### src/rtl/thread_pkg.sv
// Shared types and constants for the hardware thread scheduler.
package thread_pkg;

  localparam int unsigned NUM_THREADS_DEF = 5;
  localparam int unsigned TID_W           = 3;
  localparam int unsigned MAX_THREADS     = 1 << TID_W;

  typedef enum logic [1:0] {
    T_IDLE  = 2'd0,
    T_READY = 2'd1,
    T_WAIT  = 2'd2
  } thread_state_t;

  // One slot of the PC write-back delay line.
  typedef struct packed {
    logic [TID_W-1:0] tid;
    logic             vld;
  } wb_entry_t;

  // Per-thread transition; halt dominates, and at most one of block/wake/start
  // is legal from any given state, so the remaining order only documents intent.
  function automatic thread_state_t next_thread_state(
    input thread_state_t cur,
    input logic          halt_hit,
    input logic          block_hit,
    input logic          wake_hit,
    input logic          start_hit
  );
    thread_state_t nxt;
    nxt = cur;
    if (halt_hit) begin
      nxt = T_IDLE;
    end else if (block_hit && (cur == T_READY)) begin
      nxt = T_WAIT;
    end else if (wake_hit && (cur == T_WAIT)) begin
      nxt = T_READY;
    end else if (start_hit && (cur == T_IDLE)) begin
      nxt = T_READY;
    end
    return nxt;
  endfunction

endpackage

### src/rtl/rr_picker.sv
// Round-robin picker: first READY thread strictly after last_id, wrapping.
module rr_picker
  import thread_pkg::*;
#(
  parameter int unsigned NUM_THREADS = NUM_THREADS_DEF
) (
  input  logic [NUM_THREADS-1:0] ready_mask_i,
  input  logic [TID_W-1:0]       last_id_i,
  output logic [TID_W-1:0]       next_id_o,
  output logic                   found_o
);

  localparam int unsigned IDX_W = TID_W + 1;

  logic [MAX_THREADS-1:0] mask_full;

  // Zero-pad the mask so any TID_W-bit index is in range.
  assign mask_full = MAX_THREADS'(ready_mask_i);

  // Scan candidates last+1 .. last+NUM_THREADS (mod NUM_THREADS), keep the first hit.
  always_comb begin
    logic [IDX_W-1:0] idx;
    next_id_o = '0;
    found_o   = 1'b0;
    idx       = '0;
    for (int unsigned k = 1; k <= NUM_THREADS; k++) begin
      idx = {1'b0, last_id_i} + IDX_W'(k);
      if (idx >= IDX_W'(NUM_THREADS)) begin
        idx = idx - IDX_W'(NUM_THREADS);
      end
      if (!found_o && mask_full[idx[TID_W-1:0]]) begin
        found_o   = 1'b1;
        next_id_o = idx[TID_W-1:0];
      end
    end
  end

endmodule

### src/rtl/thread_scheduler.sv
// Barrel-style thread scheduler: per-thread state, round-robin PC read select
// and a delayed PC write-back select.
module thread_scheduler
  import thread_pkg::*;
#(
  parameter int unsigned NUM_THREADS = NUM_THREADS_DEF,
  parameter int unsigned WRITE_LAG   = 1
) (
  input  logic                   clk,
  input  logic                   reset,
  input  logic                   stall,
  input  logic                   start,
  input  logic [TID_W-1:0]       start_id,
  input  logic                   halt,
  input  logic [TID_W-1:0]       halt_id,
  input  logic                   block,
  input  logic [TID_W-1:0]       block_id,
  input  logic                   wake,
  input  logic [TID_W-1:0]       wake_id,
  output logic [TID_W-1:0]       sel_read,
  output logic                   issue_valid,
  output logic [TID_W-1:0]       sel_write,
  output logic                   pc_en,
  output logic [NUM_THREADS-1:0] ready_mask,
  output logic                   all_idle
);

  thread_state_t    state_q [NUM_THREADS];
  thread_state_t    state_d [NUM_THREADS];

  logic [TID_W-1:0] last_q, last_d;
  logic [TID_W-1:0] sel_read_q, sel_read_d;
  logic             issue_valid_q, issue_valid_d;
  logic             iss_vld_q, iss_vld_d;
  logic             pc_gate_q, pc_gate_d;
  wb_entry_t        wb_q [WRITE_LAG];
  wb_entry_t        wb_d [WRITE_LAG];

  logic [TID_W-1:0] pick_id;
  logic             pick_found;

  // Thread state next-state: events apply regardless of stall; ids out of range never match.
  always_comb begin
    for (int unsigned i = 0; i < NUM_THREADS; i++) begin
      state_d[i] = next_thread_state(state_q[i],
                                     halt  && (halt_id  == TID_W'(i)),
                                     block && (block_id == TID_W'(i)),
                                     wake  && (wake_id  == TID_W'(i)),
                                     start && (start_id == TID_W'(i)));
    end
  end

  // Thread state registers; thread 0 comes out of reset ready to run.
  always_ff @(posedge clk or negedge reset) begin
    if (!reset) begin
      for (int unsigned i = 0; i < NUM_THREADS; i++) begin
        state_q[i] <= (i == 0) ? T_READY : T_IDLE;
      end
    end else begin
      for (int unsigned i = 0; i < NUM_THREADS; i++) begin
        state_q[i] <= state_d[i];
      end
    end
  end

  // Status views of the state registers.
  always_comb begin
    ready_mask = '0;
    all_idle   = 1'b1;
    for (int unsigned i = 0; i < NUM_THREADS; i++) begin
      ready_mask[i] = (state_q[i] == T_READY);
      if (state_q[i] != T_IDLE) begin
        all_idle = 1'b0;
      end
    end
  end

  rr_picker #(
    .NUM_THREADS (NUM_THREADS)
  ) u_picker (
    .ready_mask_i (ready_mask),
    .last_id_i    (last_q),
    .next_id_o    (pick_id),
    .found_o      (pick_found)
  );

  // Issue and write-back next-state; iss_vld_q remembers whether sel_read was a
  // real issue so a stall cannot drop its pending write-back.
  always_comb begin
    last_d        = last_q;
    sel_read_d    = sel_read_q;
    issue_valid_d = 1'b0;
    iss_vld_d     = iss_vld_q;
    pc_gate_d     = !stall;
    wb_d          = wb_q;
    if (!stall) begin
      issue_valid_d = pick_found;
      iss_vld_d     = pick_found;
      if (pick_found) begin
        sel_read_d = pick_id;
        last_d     = pick_id;
      end
      wb_d[0] = '{tid: sel_read_q, vld: iss_vld_q};
      for (int unsigned k = 1; k < WRITE_LAG; k++) begin
        wb_d[k] = wb_q[k-1];
      end
    end
  end

  // Issue and write-back registers; reset aborts in-flight write-backs at once.
  always_ff @(posedge clk or negedge reset) begin
    if (!reset) begin
      last_q        <= TID_W'(NUM_THREADS - 1);
      sel_read_q    <= '0;
      issue_valid_q <= 1'b0;
      iss_vld_q     <= 1'b0;
      pc_gate_q     <= 1'b0;
      for (int unsigned k = 0; k < WRITE_LAG; k++) begin
        wb_q[k] <= '0;
      end
    end else begin
      last_q        <= last_d;
      sel_read_q    <= sel_read_d;
      issue_valid_q <= issue_valid_d;
      iss_vld_q     <= iss_vld_d;
      pc_gate_q     <= pc_gate_d;
      for (int unsigned k = 0; k < WRITE_LAG; k++) begin
        wb_q[k] <= wb_d[k];
      end
    end
  end

  assign sel_read    = sel_read_q;
  assign issue_valid = issue_valid_q;
  assign sel_write   = wb_q[WRITE_LAG-1].tid;
  assign pc_en       = wb_q[WRITE_LAG-1].vld & pc_gate_q;

endmodule

### config.mk
export PLATFORM = sky130hd
export DESIGN_NAME = thread_scheduler
export DESIGN_NICKNAME = d
export VERILOG_FILES = /design/src/rtl/thread_pkg.sv /design/src/rtl/rr_picker.sv /design/src/rtl/thread_scheduler.sv
export SDC_FILE = /design/constraint.sdc
export NUM_CORES = 1
export LEC_CHECK = 0
export CORE_ASPECT_RATIO = 0.8
export CORE_MARGIN = 1.5
export CORE_UTILIZATION = 59
export CTS_BUF_LIST = sky130_fd_sc_hd__clkbuf_8 sky130_fd_sc_hd__clkbuf_16
export DETAILED_ROUTE_END_ITERATION = 8
export PLACE_DENSITY = 0.86
export SLEW_MARGIN = 25
export SYNTH_ARGS = -nofsm -noshare
export SYNTH_HDL_FRONTEND = slang
export SYNTH_HIERARCHICAL = 1
export SYNTH_SLANG_ARGS = --single-unit
### constraint.sdc
create_clock -name clk -period 5.3 [get_ports clk]
set_input_delay 0.53 -clock clk [delete_from_list [all_inputs] [get_ports clk]]
set_output_delay 0.53 -clock clk [all_outputs]
set_load 0.02 [all_outputs]
==> summary.md, run 1 <==
| Metric | Value |
|---|---|
| Status | `finished clean` |
| #FFs+latches synth | `21` |
| Critical-path cell list | `inv_1 > ha_1 > mux2i_1 > mux2_2 > o32ai_1 > or3_4 > nor3_4 > and2_4 > mux2i_1 > o221ai_2 > mux2_1` |
| Starting Density | `61.55%` |
| Die area | `0.003941 mm2` |
| P_int | `0.0008432 W` |
| Max Root-Sink Buffers | `2` |
| # IOs | `33` |
| Max Clock Skew | `0.006687 ns` |
| Post-Syn Instances | `221` |
| Synth Area per Inst | `9.534 um2` |
| Worst Tran Pin Value | `0.7562 ns` |
| DR vias/cell | `6.578` |
| Asr flop ratio synth | `100.0%` |
| Core ar. | `0.003423 mm2` |
| Die Y | `56.45 um` |
| Area Overhead vs Synth | `15.80%` |
| Initial DRC count | `209` |
| Worst path slowest cell | `dfrtp_1` |
| Worst vdd rail ir drop | `0.2772 mV` |
| Syn_nets | `251` |
| Net Sw Power | `0.0008036 W` |
| Comb power frac | `75.9%` |
| Post-Route Setup TNS | `0 ns` |
| Layout fillers | `290` |
| WL/cell | `17.68 um` |
| Worst skew pair latency | `0.26 ns` |
| Mapped Area | `0.002107 mm2` |
| Top cell by count, worst path | `mux2i_1` |
| Max-slew headroom | `49.48%` |
| RSZ-0062 raised after global routing | `no` |
| Largest net degree at the start of global routing | `28` |
| CP Class | `reg -> reg` |
| IO buf count | `32` |
| Placed cell areas | `0.002399 mm2` |
| Core Rows | `19` |
| Clock slew at reported path FFs | `0.08 ns` |
| Number of diodes | `0` |
| Final WL | `5.109 mm` |
| Sink Count | `21` |
| Share of post-route cells with drive strength above 1 | `12.15%` |
| H-tree depth | `1` |
| Antenna violations before repair | `0` |
| CTS buffer count | `3` |
| # Max-Cap Violations | `0` |
| Pwr dens | `675.0 mW/mm2` |
| Setup crit end kind | `flip-flop` |
| Clk network pwr share | `6.4%` |
| Worst EP arrival | `3.83 ns` |
| Root Buffer | `clkbuf_8` |
| Total track usage | `28.41%` |
| Fin crit period | `3.686 ns` |
| Warning count from the yosys run | `6` |
| Final non-filler cell area | `0.002440 mm2` |
| First-pass DRT Iterations | `5` |
| Post-synth EDFFs | `0` |
| Worst stage delay on the critical path | `0.63 ns` |
| Total congestion overflow | `0` |
| Hold-fix buffers at CTS | `0` |
| Net count reported at finish | `278` |
| First-pass GRT wire length | `8.901 mm` |
| Post-synthesis sequential area ratio | `25.06%` |
| Flop pwr share | `17.7%` |
| HPWL Detailed | `3.843 mm` |
| WP data required | `5.44 ns` |
| GPL Wtd Cong | `0.9367` |
| Synth cell types | `72` |
| Top_reg_cell synth | `dfrtp_1` |
| Post-CTS Setup Inserts | `0` |
| Final Core Density | `71.27%` |
| Net Sw Frac | `48.80%` |
| Count of pins over their slew limit | `0` |
| TritonCTS clock tree | `built` |
| # DRC | `0` |
| Max frequency | `0.2713 GHz` |
| HP Class | `in -> async` |
| Critical Path Start Type | `flip-flop` |
| Via Count | `1901` |
| Tcrit/Tclk final | `69.56%` |
| Chip width | `69.82 um` |
| # setup viols final | `0` |
| Max FO, Critical Path | `12` |
| Vias in the first global route | `1788` |
| Number of nets with antenna violations after routing | `0` |
| Leakage | `1.014 nW` |
| Cts repair resizes | `0` |
| Final hold vios | `0` |
## power by group through the flow
stage | clock network, W | registers, W | logic (W)
2_1_floorplan | 0 | 0.000286 | 0.000979
3_3_place_gp | 0 | 0.000289 | 0.00120
3_5_place_dp | 0 | 0.000294 | 0.00122
4_1_cts | 0.000109 | 0.000291 | 0.00123
5_1_grt | 0.000115 | 0.000302 | 0.00136
6_report | 0.000105 | 0.000292 | 0.00125
## metal layers
| metal | routed length, um | global-route usage [%] | up-vias |
|---|---|---|---|
| met5 | 0 | 0 | - |
| met4 | 36 | 5.495 | 0 |
| met3 | 454 | 5.925 | 6 |
| met2 | 2255 | 43.13 | 108 |
| met1 | 2363 | 42.19 | 897 |
| li1 | - | - | 890 |
## flip-flops by register name (all words and copies together) (netlist names)
register and count:
last_q 3, state_q 10, issue_valid 1, pc_gate_q 1
iss_vld_q 1, sel_write 3, wb_q 1, sel_read 1
## layout by cell type (no fill, tap or decap), drive strengths merged, types with 5 or more instances in the layout
master and instances:
a21boi 5, a21o 6, a21oi 12, clkdlybuf4s50 31
dfrtp 19, ha 10, inv 9, mux2 11
mux2i 9, nand2 10, nand3 8, nor2 9
nor2b 11, nor3 6, o21ai 11, o31ai 5
## worst max-delay path: cells and delay by family, from the launching register on
kind	cells	cell delay, ns
and+or+nand+nor	3	0.83
muxes	4	0.98
AOI/OAI and AO/OA	2	0.25
DFF	1	0.63
buffers and inverters	1	0.25
adders and majority gates	1	0.62
## synthesized netlist by cell type (3+ instances only)
library cell | n | area share [%]
inv_1 | 7 | 1.2
o311a_1 | 3 | 1.4
mux2i_1 | 9 | 4.3
nand4b_1 | 3 | 1.2
xnor2_1 | 3 | 1.2
a21o_1 | 6 | 2.1
nand3_1 | 8 | 1.9
buf_4 | 5 | 1.8
ha_1 | 10 | 5.9
buf_2 | 4 | 0.95
dfrtp_1 | 19 | 23
nor2_1 | 8 | 1.4
o21ai_1 | 5 | 1.2
nor3_1 | 5 | 1.2
o211ai_1 | 4 | 1.4
nand4_1 | 4 | 1.2
nand3b_1 | 3 | 1.1
mux2_1 | 9 | 4.8
o31ai_1 | 4 | 1.4
nor2b_1 | 11 | 3.3
a21boi_1 | 5 | 1.8
o21ai_0 | 5 | 1.2
nand2_1 | 10 | 1.8
nand2b_1 | 4 | 1.2
a21oi_1 | 10 | 2.4
## metrics by stage
stage                     worst slack [ns]  hold slack [ns]  instances  total power (W)
after floorplan                      2.118           0.2344        221         0.001265
after global placement               1.797           0.4713        285         0.001492
after detailed placement             1.692           0.4774        285         0.001513
after CTS                            1.663           0.4944        289         0.001629
after global routing                 1.301           0.2583        289         0.001778
final                                1.614           0.2165        289         0.001647
## final cells by class
type                       instances  area, um2  area share [%]
multi-input combinational        178       1433           58.72
sequential                        21      528.0           21.64
timing repair buffer              33      322.8           13.23
inverter                          11      57.56           2.359
tap                               42      52.55           2.154
clock buffer                       3      41.29           1.692
clock inverter                     1      5.005          0.2051
## final timing paths
kind / from / depth (start not counted) / slack (ns) / endpoint
max: last_q[1] / 11 / 1.61 / sel_read[2]
min: reset / 1 / 0.22 / state_q[3]
max reg2reg: last_q[1] / 11 / 1.61 / sel_read[2]
min reg2reg: wb_q[0] / 1 / 0.49 / wb_q[0]
max in group asynchronous: reset / 1 / 4.73 / last_q[2]
min in group clk: wb_q[0] / 1 / 0.49 / wb_q[0]
## cells by family (layout without fill, tap and decap cells)
kind of cell               count (synthesis)  count (layout)  synth area share [%]
adders and majority gates                 11              11                 6.888
DFF                                       21              21                 25.06
AOI/OAI and AO/OA                         59              59                 20.55
buffers and inverters                     22              48                 6.948
xor gates and xnor gates                   4               4                 2.019
and+or+nand+nor                           82              82                 26.25
muxes                                     22              22                 12.29
No activity file was read; power rests on OpenSTA's default activity.
==> run 2: changes to the inputs <==
--- a/config.mk
+++ b/config.mk
@@ -7,10 +7,10 @@
 export LEC_CHECK = 0
 export CORE_ASPECT_RATIO = 0.8
 export CORE_MARGIN = 1.5
-export CORE_UTILIZATION = 59
+export CORE_UTILIZATION = 49
 export CTS_BUF_LIST = sky130_fd_sc_hd__clkbuf_8 sky130_fd_sc_hd__clkbuf_16
 export DETAILED_ROUTE_END_ITERATION = 8
-export PLACE_DENSITY = 0.86
+export PLACE_DENSITY = 0.77
 export SLEW_MARGIN = 25
 export SYNTH_ARGS = -nofsm -noshare
 export SYNTH_HDL_FRONTEND = slang
==> constraint.sdc (replaced) <==
create_clock -name clk -period 3.2 [get_ports clk]
set_input_delay 0.32 -clock clk [delete_from_list [all_inputs] [get_ports clk]]
set_output_delay 0.32 -clock clk [all_outputs]
set_load 0.02 [all_outputs]
==> summary.md, run 2 (synthesized netlist as in run 1, its figures left out) <==
| Metric | Value |
|---|---|
| Largest register by flop count | `state_q` |
| Sink Count | `21` |
| First-pass DRT Iterations | `5` |
| WP depth | `10` |
| Net Sw Frac | `47.52%` |
| WP data required | `3.35 ns` |
| Post-Route Setup TNS | `0 ns` |
| Reg2Reg Depth | `10` |
| # IOs | `33` |
| Worst Setup SP | `state_q[6]` |
| Vias in the first global route | `1811` |
| Crit-path leading delay family | `simple AND/OR/NAND/NOR gates` |
| Largest register FFs | `10` |
| Starting Density | `50.75%` |
| CTS buffer count | `3` |
| Core ar. | `0.004151 mm2` |
| IO buf count | `32` |
| Total track usage | `24.27%` |
| Root Buffer | `clkbuf_8` |
| First-pass GRT wire length | `8.811 mm` |
| Max FO, Critical Path | `8` |
| Commonest non-fill, non-tap cell in the layout | `clkdlybuf4s50_1` |
| Critical-path cell list | `nor2b_1 > mux2i_1 > mux2_2 > o32ai_1 > or3_4 > nor3_4 > and2_4 > o31ai_2 > o221ai_1 > mux2_1` |
| Status | `finished clean` |
| WL/cell | `17.59 um` |
| Die Y | `61.65 um` |
| Die area | `0.004705 mm2` |
| Tcrit/Tclk final | `96.78%` |
| Count of pins over their slew limit | `0` |
| Sum of buffers and inverters on the critical path | `0` |
| Fin crit period | `3.097 ns` |
| Clock slew at reported path FFs | `0.08 ns` |
| Comb power frac | `78.1%` |
| # Max-Cap Violations | `0` |
| # setup viols final | `0` |
| Leakage | `1.104 nW` |
| Final Core Density | `62.72%` |
| Worst Tran Pin Value | `0.7558 ns` |
| HPWL Detailed | `4.410 mm` |
| Final WL | `5.663 mm` |
| GPL Wtd Cong | `0.9044` |
| Max Root-Sink Buffers | `2` |
| Share of post-route cells with drive strength above 1 | `19.25%` |
| Core Rows | `21` |
| Antenna violations before repair | `0` |
| Final hold vios | `0` |
| Worst skew pair latency | `0.27 ns` |
| HP Class | `in -> async` |
| Setup crit end kind | `flip-flop` |
| # DRC | `0` |
| Largest net degree at the start of global routing | `28` |
| Critical Path Start Type | `flip-flop` |
| Setup crit end | `last_q[0]` |
| Chip width | `76.32 um` |
| Via Count | `1982` |
| Pwr dens | `1140 mW/mm2` |
| Clk network pwr share | `6.2%` |
| Slack of the critical path | `0.1029 ns` |
| Worst vdd rail ir drop | `0.4955 mV` |
| DR vias/cell | `6.155` |
| Total congestion overflow | `0` |
| Worst r2r dst | `last_q[0]` |
| Worst stage delay on the critical path | `0.64 ns` |
| Max frequency | `0.3229 GHz` |
| P_int | `0.001558 W` |
| Max Clock Skew | `0.002763 ns` |
| RR Startpoint | `state_q[6]` |
| Worst path slowest cell | `nor2b_1` |
| H-tree depth | `1` |
| Number of diodes | `0` |
| Place WS | `0.05981 ns` |
| CP Class | `reg -> reg` |
| Net Sw Power | `0.001411 W` |
| Initial DRC count | `109` |
| TritonCTS clock tree | `built` |
| RSZ-0062 raised after global routing | `no` |
| Area Overhead vs Synth | `23.57%` |
| Reg2Reg Setup Slack | `0.10 ns` |
| Worst EP arrival | `3.25 ns` |
| Max-slew headroom | `49.51%` |
| Flop pwr share | `15.8%` |
| Commonest cells after routing, fill and taps aside | `clkdlybuf4s50_1, dfrtp_1, buf_4` |
| Number of nets with antenna violations after routing | `0` |
| Net count reported at finish | `296` |
==> run 2: cell types whose count changed in the layout (fill, tap and decap cells not counted), sizes merged <==
cell  before  now
buf        2   20
==> run 2: power groups by stage <==
stage / registers (W) / logic (W) / clock network, W
CTS: 0.000467 / 0.00221 / 0.000184
global placement: 0.000465 / 0.00214 / 0
detailed placement: 0.000472 / 0.00219 / 0
global route: 0.000482 / 0.00248 / 0.000197
finish: 0.000468 / 0.00232 / 0.000183
floorplan: 0.000473 / 0.00162 / 0
==> run 2: how the worst min path moves through the flow <==
stage / startpoint / end / depth (start not counted)
global route: reset / sel_read[2] / 1
global placement: iss_vld_q / iss_vld_q / 1
finish: reset / sel_write[0] / 1
detailed placement: sel_write[0] / sel_write[0] / 1
floorplan: reset / iss_vld_q / 0
CTS: sel_write[0] / sel_write[0] / 1
==> run 2: final cells by class <==
class	instances	area, um2
clock buffer	3	41.29
clock inverter	1	5.005
fill	375	1548
timing repair buffer	51	461.7
inverter	11	57.56
sequential	21	529.3
tap	57	71.32
multi-input combinational	178	1438
==> run 2: through the flow <==
stage               power (W)  instances  cell area (um2)  hold WS (ns)
floorplan            0.002095        221             2107       0.02441
global placement     0.002608        314             2522        0.4618
detailed placement   0.002665        314             2522        0.4801
CTS                  0.002856        318             2569        0.4985
global route         0.003155        322             2604       0.03816
finish               0.002969        322             2604      0.001480
==> run 2: per-layer routing <==
metal / vias to the layer above / track usage (%) / part of all wire, % / wire length [um]
li1: 929 / - / - / -
met1: 948 / 32.13 / 46 / 2580
met2: 97 / 41.96 / 46 / 2592
met3: 8 / 5.481 / 7.5 / 426
met4: 0 / 4.497 / 1.1 / 64
met5: - / 0 / 0 / 0
==> run 2: timing repair <==
| item | CTS | global route |
|---|---|---|
| setup buffers | 0 | 4 |
| resized for setup | 0 | 4 |
| endpoints found under the setup margin | 0 | 4 |
| hold buffers | 0 | 0 |
| hold endpoints to repair | 0 | 0 |
==> run 3: changes to the inputs <==
--- a/config.mk
+++ b/config.mk
@@ -5,9 +5,10 @@
 export SDC_FILE = /design/constraint.sdc
 export NUM_CORES = 1
 export LEC_CHECK = 0
+export ABC_AREA = 1
 export CORE_ASPECT_RATIO = 0.8
 export CORE_MARGIN = 1.5
-export CORE_UTILIZATION = 49
+export CORE_UTILIZATION = 50
 export CTS_BUF_LIST = sky130_fd_sc_hd__clkbuf_8 sky130_fd_sc_hd__clkbuf_16
 export DETAILED_ROUTE_END_ITERATION = 8
 export PLACE_DENSITY = 0.77
==> summary.md, run 3 <==
| Metric | Value |
|---|---|
| Status | `complete, but fails checks` |
| Failing checks | `hold timing` |
| Critical-path cell list | `inv_1 > ha_1 > ha_1 > or2_2 > o21ai_0 > o21ai_0 > nand2_1 > nor2_4 > nor2_4 > nand3b_1 > nand2_4 > inv_4 > nand2_1 > o21ai_2` |
| Worst path slowest cell | `dfrtp_1` |
| Final cell count without fillers | `433` |
| Leading area contributor after synthesis | `dfrtp_1` |
| Synth cell types | `37` |
| DR vias/cell | `5.270` |
| Asr flop ratio synth | `100.0%` |
| Max-slew headroom | `63.04%` |
| Comb power frac | `79.3%` |
| Top-count cell post-synth | `nand2_1` |
| Die Y | `62.76 um` |
| Critical Path Start Type | `flip-flop` |
| WP data required | `3.36 ns` |
| Largest register by flop count | `state_q` |
| Synth Area per Inst | `6.451 um2` |
| HP Class | `in -> async` |
| Final non-filler cell area | `0.002618 mm2` |
| Post-Route Setup TNS | `0 ns` |
| Sink Count | `21` |
| Final WL | `5.509 mm` |
| Clock slew at reported path FFs | `0.08 ns` |
| Worst EP arrival | `3.02 ns` |
| Crit-path leading delay family | `simple AND/OR/NAND/NOR gates` |
| Net Sw Power | `0.001863 W` |
| # Max-Cap Violations | `0` |
| #FFs+latches synth | `21` |
| HPWL Detailed | `4.403 mm` |
| Hold-fix buffers at CTS | `0` |
| P_int | `0.001364 W` |
| Post-synth top cells | `nand2_1, nand3_1, inv_1, nor2_1, dfrtp_1` |
| Number of diodes | `0` |
| Max Root-Sink Buffers | `2` |
| Via Count | `2282` |
| Multi-input gate area | `0.001401 mm2` |
| Post-synthesis sequential area ratio | `23.65%` |
| Largest cells by area after synthesis | `dfrtp_1, nand2_1, nand3_1` |
| Vias in the first global route | `2048` |
| Final hold vios | `19` |
| Placed Cells | `429` |
| Starting Density | `52.77%` |
| Die area | `0.004876 mm2` |
| Synth top area share | `21.30%` |
| H-tree depth | `1` |
| Net Sw Frac | `57.74%` |
| Placed cell areas | `0.002574 mm2` |
| Clk network pwr share | `5.5%` |
| Count of pins over their slew limit | `0` |
| Root Buffer | `clkbuf_8` |
| First-pass GRT wire length | `9.411 mm` |
| Max Clock Skew | `0.001468 ns` |
| Post-Syn Instances | `346` |
| Setup crit end kind | `flip-flop` |
| Top_reg_cell synth | `dfrtp_1` |
| Cts repair resizes | `0` |
| Largest net degree at the start of global routing | `22` |
| Worst vdd rail ir drop | `0.7036 mV` |
| Antenna violations before repair | `0` |
| Leakage | `1.309 nW` |
| Core ar. | `0.004230 mm2` |
| Worst skew pair latency | `0.26 ns` |
| Mapped Area | `0.002232 mm2` |
| Post-synth EDFFs | `0` |
| Number of nets with antenna violations after routing | `0` |
| Pwr dens | `1233 mW/mm2` |
| # IOs | `33` |
| Net count reported at finish | `407` |
| Core Rows | `21` |
| Initial DRC count | `170` |
| Worst Tran Pin Value | `0.5524 ns` |
| Largest register FFs | `10` |
| Share of post-route cells with drive strength above 1 | `14.10%` |
| RSZ-0062 raised after global routing | `no` |
| IO buf count | `32` |
| Flop pwr share | `15.1%` |
| Layout fillers | `383` |
| Syn_nets | `376` |
| # DRC | `0` |
| Sum of buffers and inverters on the critical path | `2` |
| Max frequency | `0.3493 GHz` |
| Warning count from the yosys run | `6` |
| Total track usage | `23.94%` |
| WHS | `-0.008760 ns` |
| Area Overhead vs Synth | `17.26%` |
| Fin crit period | `2.863 ns` |
| Total congestion overflow | `0` |
| Tcrit/Tclk final | `89.48%` |
| # setup viols final | `0` |
| Commonest non-fill, non-tap cell in the layout | `nand2_1` |
| Worst stage delay on the critical path | `0.41 ns` |
| Max FO, Critical Path | `7` |
| First-pass DRT Iterations | `5` |
| Post-CTS Setup Inserts | `0` |
| CTS buffer count | `3` |
| Final Core Density | `61.88%` |
| Chip width | `77.70 um` |
| Commonest cells after routing, fill and taps aside | `nand2_1, nand3_1, inv_1, nor2_1, clkdlybuf4s50_1` |
| FF/Latch Area | `528.0 um2` |
| GPL Wtd Cong | `1.022` |
| CP Class | `reg -> reg` |
| WL/cell | `12.72 um` |
| TritonCTS clock tree | `built` |
==> run 3: changes by cell type after synthesis, sizes merged, moves of 6 or more <==
| cell | previous run | this run |
|---|---|---|
| inv | 9 | 62 |
| o21ai | 11 | 18 |
| a21o | 6 | 0 |
| mux2 | 11 | 0 |
| nand3 | 8 | 59 |
| nor2 | 9 | 45 |
| nand2 | 10 | 89 |
| nor2b | 11 | 0 |
| mux2i | 9 | 0 |
==> run 3: cell type report <==
class                           instances  area share (%)
Sequential cell                        21           20.17
Tap cell                               57           2.725
Clock buffer                            3           1.577
Timing Repair Buffer                   34           12.62
Clock inverter                          1          0.2868
Inverter                               62           9.082
Multi-Input combinational cell        255           53.54
==> run 3: path summary, 6_finish.rpt <==
kind / start / endpoint / slack [ns] / cells past startpoint
setup reg to reg: last_q[1] / last_q[0] / 0.34 / 14
hold reg to reg: sel_write[1] / sel_write[1] / 0.50 / 2
setup / recovery: last_q[1] / last_q[0] / 0.34 / 14
min in group clk: sel_write[1] / sel_write[1] / 0.50 / 2
hold / removal: reset / wb_q[0] / -0.009 / 1
max in group asynchronous: reset / state_q[8] / 2.87 / 1
==> run 3: worst register-to-register path: cells and delay by family, from the launching register on <==
family                     cells  cell delay, ns
and+or+nand+nor                7            1.02
buffers and inverters          2            0.23
AOI/OAI and AO/OA              3            0.52
DFF                            1            0.41
adders and majority gates      2            0.60
==> run 3: kinds of logic after synthesis <==
kind of cell	share of synthesized area, %
AND/OR/NAND/NOR	46.92
XOR/XNOR	1.906
adder cells (fa/ha/maj)	6.502
buffers and inverters	13.57
flip-flops	23.65
AO/OA/AOI/OAI	7.456
==> run 3: metal layers <==
layer | global-route usage, % | vias to the layer above | share of wire, %
met1 | 36.07 | 1034 | 50
li1 | - | 1154 | -
met3 | 4.088 | 7 | 6.7
met4 | 2.500 | 0 | 0.49
met2 | 36.85 | 87 | 43
met5 | 0 | - | 0
==> run 3: metrics by stage <==
stage,hold slack (ns),power [W],setup WS [ns]
after floorplan,0.02441,0.002418,0.5239
after detailed placement,0.4713,0.002997,0.4054
after CTS,0.4993,0.003188,0.3828
after global placement,0.4698,0.002976,0.4680
final,-0.008760,0.003226,0.3368
after global routing,0.02428,0.003547,0.08645
==> run 3: power groups by stage <==
stage,Sequential [W],Clock (W),Combinational [W]
floorplan,0.000494,0,0.00192
global placement,0.000488,0,0.00249
finish,0.000489,0.000179,0.00256
detailed placement,0.000493,0,0.00250
global route,0.000506,0.000197,0.00284
CTS,0.000489,0.000181,0.00252
